## src/rtl/t05_spi_byte_engine.sv

```systemverilog
`timescale 1ns/1ps
// t05_spi_byte_engine
// SPI mode-0 master byte engine. Shifts one byte out on mosi while shifting
// one byte in from miso, MSB first. Runs entirely on clk; spi_tick from the
// clock divider is edge-detected and used only as a pacing strobe.
//
// Ports:
//   clk        system clock, all registers on its rising edge
//   reset      asynchronous, active-high reset
//   spi_tick   divider output; each 0->1 transition is one SPI half-period
//   start      request a byte transfer (honoured only in IDLE)
//   tx_byte    byte to send, latched on an accepted start
//   cs_hold    keep cs_n low after this byte (sampled on the trailing tick)
//   cs_release in IDLE, drive cs_n high
//   miso       serial data from the slave
//   sclk       SPI clock, idles low
//   mosi       serial data to the slave, idles high
//   cs_n       active-low chip select
//   busy       transfer in progress
//   done       one-cycle pulse when rx_byte is valid
//   rx_byte    last received byte, held until the next done
module t05_spi_byte_engine (
  input  logic       clk,
  input  logic       reset,
  input  logic       spi_tick,
  input  logic       start,
  input  logic [7:0] tx_byte,
  input  logic       cs_hold,
  input  logic       cs_release,
  input  logic       miso,
  output logic       sclk,
  output logic       mosi,
  output logic       cs_n,
  output logic       busy,
  output logic       done,
  output logic [7:0] rx_byte
);

  typedef enum logic [2:0] {
    S_IDLE,
    S_LEAD,
    S_HIGH,
    S_LOW,
    S_TRAIL
  } state_t;

  state_t     state;
  logic       spi_tick_q;
  logic       tick;
  logic [2:0] bit_cnt;
  logic [7:0] tx_sr;
  logic [7:0] rx_sr;

  // A level held high yields a single tick.
  assign tick = spi_tick & ~spi_tick_q;

  always_ff @(posedge clk or posedge reset) begin
    if (reset) begin
      state      <= S_IDLE;
      spi_tick_q <= 1'b0;
      sclk       <= 1'b0;
      mosi       <= 1'b1;
      cs_n       <= 1'b1;
      busy       <= 1'b0;
      done       <= 1'b0;
      rx_byte    <= '0;
      bit_cnt    <= '0;
      tx_sr      <= '0;
      rx_sr      <= '0;
    end else begin
      spi_tick_q <= spi_tick;
      done       <= 1'b0;
      case (state)
        S_IDLE: begin
          // A tick coinciding with start is deliberately not consumed, so
          // LEAD always provides at least one half-period of CS setup.
          if (start) begin
            tx_sr   <= tx_byte;
            bit_cnt <= 3'd7;
            cs_n    <= 1'b0;
            busy    <= 1'b1;
            mosi    <= tx_byte[7];
            state   <= S_LEAD;
          end else if (cs_release) begin
            cs_n <= 1'b1;
          end
        end
        S_LEAD: begin
          if (tick) begin
            sclk  <= 1'b1;
            rx_sr <= {rx_sr[6:0], miso};
            state <= S_HIGH;
          end
        end
        S_HIGH: begin
          if (tick) begin
            sclk <= 1'b0;
            if (bit_cnt == 3'd0) begin
              state <= S_TRAIL;
            end else begin
              bit_cnt <= bit_cnt - 3'd1;
              tx_sr   <= {tx_sr[6:0], 1'b0};
              mosi    <= tx_sr[6];
              state   <= S_LOW;
            end
          end
        end
        S_LOW: begin
          if (tick) begin
            sclk  <= 1'b1;
            rx_sr <= {rx_sr[6:0], miso};
            state <= S_HIGH;
          end
        end
        S_TRAIL: begin
          if (tick) begin
            rx_byte <= rx_sr;
            done    <= 1'b1;
            busy    <= 1'b0;
            mosi    <= 1'b1;
            cs_n    <= ~cs_hold;
            state   <= S_IDLE;
          end
        end
        default: state <= S_IDLE;
      endcase
    end
  end

endmodule

```

## config.mk

```make
export PLATFORM = sky130hd
export DESIGN_NAME = t05_spi_byte_engine
export DESIGN_NICKNAME = d
export VERILOG_FILES = /design/src/rtl/t05_spi_byte_engine.sv
export SDC_FILE = /design/constraint.sdc
export NUM_CORES = 1
export LEC_CHECK = 0
export CAP_MARGIN = 20
export CORE_MARGIN = 1.5
export CORE_UTILIZATION = 30
export CTS_CLUSTER_SIZE = 40
export DETAILED_ROUTE_END_ITERATION = 8
export PLACE_DENSITY_LB_ADDON = 0.15
export SLEW_MARGIN = 20
export SYNTH_ARGS = -nofsm -noshare
export SYNTH_HDL_FRONTEND = slang
export SYNTH_SLANG_ARGS = --single-unit
```

## constraint.sdc

```tcl
create_clock -name clk -period 2.7 [get_ports clk]
set_input_delay 0.54 -clock clk [delete_from_list [all_inputs] [get_ports clk]]
set_output_delay 0.54 -clock clk [all_outputs]
set_load 0.05 [all_outputs]
```

# After elaboration in Yosys (flattened, before gate mapping)
# Cells that the tools add are included.
[totals] reg_bits=35 output_inout_bits=13 word_cells=69 inputBits=15
[classes] reduce_logical=15 n_bitwise=3 addsub=1 muxes=29 eq_ne=10
[op_table] cell="2-to-1 mux 3 bit" count=8
[op_table] cell="2-to-1 mux 7 bit" count=3
[op_table] cell="case mux 7 bit (2 select lines)" count=1
[op_table] cell="case mux 3 bit (4 select lines)" count=1
[op_table] cell="2-to-1 mux 1 bit" count=11
[op_table] cell="AND reduction 3 bit" count=3
[op_table] cell="inequality test 2 bit (second input constant)" count=4
[op_table] cell="AND reduction 4 bit" count=2
[op_table] cell="equality test 3 x 2 -> 1 bit (second input constant)" count=2
[op_table] cell="zero test 3 bit" count=2
[op_table] cell="case mux 1 bit (2 select lines)" count=3
[op_table] cell="case mux 3 bit (2 select lines)" count=1
[op_table] cell="nonzero test 2 bit" count=3
[op_table] cell="AND reduction 5 bit" count=1
[op_table] cell="AND reduction 2 bit" count=2
[op_table] cell="equality test 3 x 1 -> 1 bit (second input constant)" count=1
[op_table] cell="equality test 3 bit (second input constant)" count=1
[op_table] cell="inequality test 3 bit (second input constant)" count=1
[op_table] cell="case mux 1 bit (3 select lines)" count=1
[op_table] cell="nonzero test 3 bit" count=1
[op_table] cell="subtractor 3 x 1 -> 3 bit (second input constant)" count=1
[op_table] cell="inequality test 2 x 1 -> 1 bit (second input constant)" count=1
[op_table] cell="NOT 1 bit" count=2
[op_table] cell="OR reduction 2 bit" count=1
[op_table] cell="AND 1 bit" count=1

# Depth between registers and ports, before layout
[logic_depth] word_depth=4 depth_mapped=7 ltp_nobuf=6

# Least setup slack after synthesis
# No wires, ideal clock.
[synth_timing] path_kind="register to register" start="register bit_cnt[0]" end="register bit_cnt[1]" period_less_slack_ps=1733 t_arrival_ps=1603 setup_ps=130 t_required_ps=2570 path_stages_with_launch=7 path_slack_ps=967 path_buffers=1 cell_sequence="dfrtp_1 -> inv_1 -> ha_1 -> and3b_4 -> a2111oi_4 -> buf_6 -> a31oi_1"
[synth_between] elab_chain_cells=4 word_cells_on_any_way=7 cone_classes="1 x add/sub; 1 x eq/ne; 3 x mux; 2 x reduce/logical"
[synth_lines] element="start: declaration" line="50" rtl="logic [2:0] bit_cnt;"
[synth_lines] element="start signal: assignment" line="101" rtl="bit_cnt <= bit_cnt - 3'd1;"
[synth_lines] element="subtractor 3 x 1 -> 3 bit" line="101"
[synth_lines] element="2-to-1 mux 3 bit" line="98" rtl="if (bit_cnt == 3'd0) begin"
[synth_lines] element="2-to-1 mux 3 bit" line="96" rtl="if (tick) begin"
[synth_lines] element="case mux 3 bit (2 select lines)" line="73" rtl="case (state)"
# Several ways; a longest one is shown, not always the timed one. The select of a mux whose other input is x is not followed.
# A chain may end at the register's enable or synchronous reset.

# Final worst setup path
[layout_timing] start="register cs_n" end="output port cs_n"
[layout_rtl] element="start: declaration" line="33" rtl="output logic cs_n,"
[layout_rtl] element="start signal: assignment" line="121" rtl="cs_n <= ~cs_hold;"
# No word-level cell between the ends.

==> summary.md <==
| Metric | Value |
|---|---|
| Port bufs | `27` |
| Sink Count | `35` |
| Area growth syn-to-layout | `28.2%` |
| Hold Fails Final Rpt | `0` |
| Clock root buffer | `clkbuf_8` |
| Critical Path Source | `cs_n` |
| Post-Synth Adder-Cell Area | `0.0159` |
| Tightest Pin Transition | `0.497 ns` |
| Antenna-violating nets left | `0` |
| Post-DP HPWL | `1930 um` |
| RSZ-0062 raised after global routing | `false` |
| Clock transition at the registers of the reported paths | `0.06 ns` |
| Relative slew slack | `0.667` |
| Die Area | `0.00570 mm2` |
| Die Ht | `75.5 um` |
| Flops & latches, synth | `35` |
| Vias per Instance | `4.51` |
| Initial antenna violation count | `0` |
| Initial core utilization | `0.311` |
| Critical path class | `reg -> out` |
| TritonCTS clock tree | `done` |
| CP peak stage delay | `0.79 ns` |
| Crit end category | `primary output` |
| CP Depth | `1` |
| Worst hold start | `mosi` |
| Syn avg cell area | `11.8 um2` |
| Worst Path Required | `between 2 and 2.5 ns` |
| Initial DRT Pass Iterations | `4` |
| Sequential share of power | `0.458` |
| Core footprint | `0.00507 mm2` |
| Bufs on Longest Clock Path | `2` |
| Share of cells above drive strength 1 | `0.193` |
| Simple-gate share of the synthesized area | `0.112` |
| Mapped Area | `0.00158 mm2` |
| Final Routed Wirelength | `2810 um` |
| CTS Buf Count | `5` |
| Vias in the first global route | `999` |
| Worst Hold Class | `reg -> reg` |
| Crit Path Max Fanout | `3` |
| Minimum clock period | `2.15 ns` |
| DR iter-0 viols | `79` |
| Combinational share of power | `0.312` |
| Pleak | `0.903 nW` |
| Yosys cell types | `31` |
| CTS resizes | `0` |
| Synth top area cells | `dfrtp_1, mux2_2, mux2i_1` |
| Switch Pwr | `597 uW` |
| Final Wtd Congestion | `0.724` |
| CP arrival | `1.61 ns` |
| Status | `complete, no violations` |
| Setup bufs post-CTS | `0` |
| Power share of the clock group | `0.230` |
| Clock H-tree levels | `2` |
| Worst Skew | `between 0.009 and 0.01 ns` |
| Crit-path leading delay family | `buffers and inverters` |
| First-pass GRT wire length | `between 4000 and 5000 um` |
| Pwr dens | `886 mW/mm2` |
| Final setup viols | `0` |
| # diodes | `0` |
| Compound-Gate Fraction of Synth Area | `0.117` |
| Max_cap viols | `0` |
| Seq/Total Area, Yosys | `0.557` |
| Hold_buf cts | `0` |
| Xor-xnor portion of the synthesized cell area | `0` |
| All-Layer GR Usage | `0.113` |
| # IOs | `28` |
| Latest clock arrival within the worst-skew pair | `0.28 ns` |
| Row cnt | `26` |
| IR drop worst, VDD | `0.000471 V` |
| Worst-case reg-to-reg path depth | `7` |
| Largest family of logic cells by synthesized area | `multiplexers` |
| Top-count cell post-synth | `dfrtp_1` |
| Number of flops mapped to enable cells by yosys | `0` |
| Post-synthesis mux area share | `0.159` |
| DRC | `0` |
| Via count | `~1100` |
| Dominant cell type by area after synthesis | `dfrtp_1` |
| Worst reg2reg path startpoint | `bit_cnt[0]` |
| Fin Setup TNS | `0 ns` |
| NumNets Final | `182` |
| Final slew viol count | `0` |
| DIE WIDTH | `75.5 um` |
| Worst Path Buf+Inv | `1` |
| Max Fclk | `465 MHz` |
| Largest net degree at the start of global routing | `36` |
| Sw Share | `0.333` |
| Power, Total | `1.79 mW` |
| Synth Flop Type | `dfrtp_1` |
| Drt wl/cell | `11.9 um` |
| Worst-path cell chain | `clkdlybuf4s50_1` |
| Number of synthesis warnings | `0` |
| Cells after Synth | `134` |
| Period Utilization, post-route | `0.796` |
| Yosys top cell area share | `0.524` |
| Global route total overflow | `0` |
| Worst path slowest cell | `clkdlybuf4s50_1` |
| Most frequent cells after synthesis | `dfrtp_1, mux2_2, nor2_1, a21oi_1` |
| Post-Synthesis Net Count | `151` |
| CP Launch Type | `flop` |
| Pint | `1.19 mW` |
| Async SR Flop Fraction | `1.00` |
| Hold Path Cell Cnt | `2` |
==> registers in the layout, indices dropped and copies added, names as in the netlist <==
signal and cells:
done 1, rx_byte 8, busy 1, rx_sr 8, tx_sr 7, sclk 1, mosi 1, spi_tick_q 1
cs_n 1, state 3, bit_cnt 3
==> power by group through the flow <==
stage,Sequential (mW),Clock [mW],Combinational (mW)
after floorplan,0.858,0,0.399
after global placement,0.825,0,0.554
after detailed placement,0.832,0,0.562
after CTS,0.822,0.427,0.567
after global routing,0.848,0.450,0.616
final,0.820,0.412,0.559
==> metrics by stage <==
stage | utilization | hold WS, ns | instances | instance area (um2) | setup slack, ns
after floorplan | - | 0.477 | 134 | 1580 | 0.967
after CTS | 0.398 | 0.480 | 236 | 2020 | 0.538
after detailed placement | 0.378 | 0.466 | 228 | 1920 | 0.465
after global placement | 0.378 | 0.464 | 228 | 1920 | 0.491
final | 0.398 | 0.472 | 236 | 2020 | 0.551
after global routing | 0.398 | 0.493 | 236 | 2020 | 0.506
==> layout make-up <==
class | count | area, um2
Clock buffer | 8 | 100
Fill cell | 515 | 3050
Inverter | 7 | 26.3
Multi-Input combinational cell | 86 | 636
Sequential cell | 35 | 878
Tap cell | 70 | 87.6
Timing Repair Buffer | 30 | 293
==> metal layers <==
metal	routed length [um]	part of all wire	global-route usage
met3	151	0.054	0.0423
met1	1360	0.48	0.146
met2	1260	0.45	0.170
met5	0	0	0
met4	38	0.014	0.0476
==> cell usage in the layout (no fill, tap or decap) <==
cell,instances
a22oi_1,2
mux2i_1,7
ha_1,2
a21oi_1,10
nand2b_1,3
clkdlybuf4s50_1,27
dfstp_2,2
nor2_2,1
o21a_1,2
and3b_4,1
dfrtp_1,33
a2111oi_4,1
o21ai_0,4
buf_4,3
a31oi_1,3
nor2_1,15
and3_1,1
nand4_1,1
and2_1,2
nor4b_1,1
nand3_1,2
a211oi_1,1
inv_1,7
nand3b_1,2
clkbuf_8,7
mux2_2,16
nor2b_1,1
a21o_1,2
or3_1,1
nand2_1,3
a21oi_2,1
clkbuf_1,1
o22ai_1,1
==> worst paths after layout <==
check | endpoint | slack (ns)
worst max-delay path | cs_n | 0.55
worst min-delay path | mosi | 0.47
worst max register to register | bit_cnt[0] | 0.84
worst min register to register | mosi | 0.47
max in group asynchronous | cs_n | 1.68
min in group asynchronous | rx_byte[4] | 0.66
==> kinds of logic (layout without fill, tap and decap cells) <==
family,count (synthesis),count (layout)
AO/OA/AOI/OAI,27,27
adder cells (fa/ha/maj),2,2
buffers and inverters,13,45
flip-flops,35,35
multiplexers,23,23
AND/OR/NAND/NOR,34,34
Note: power is estimated with default switching activity, not from simulation.
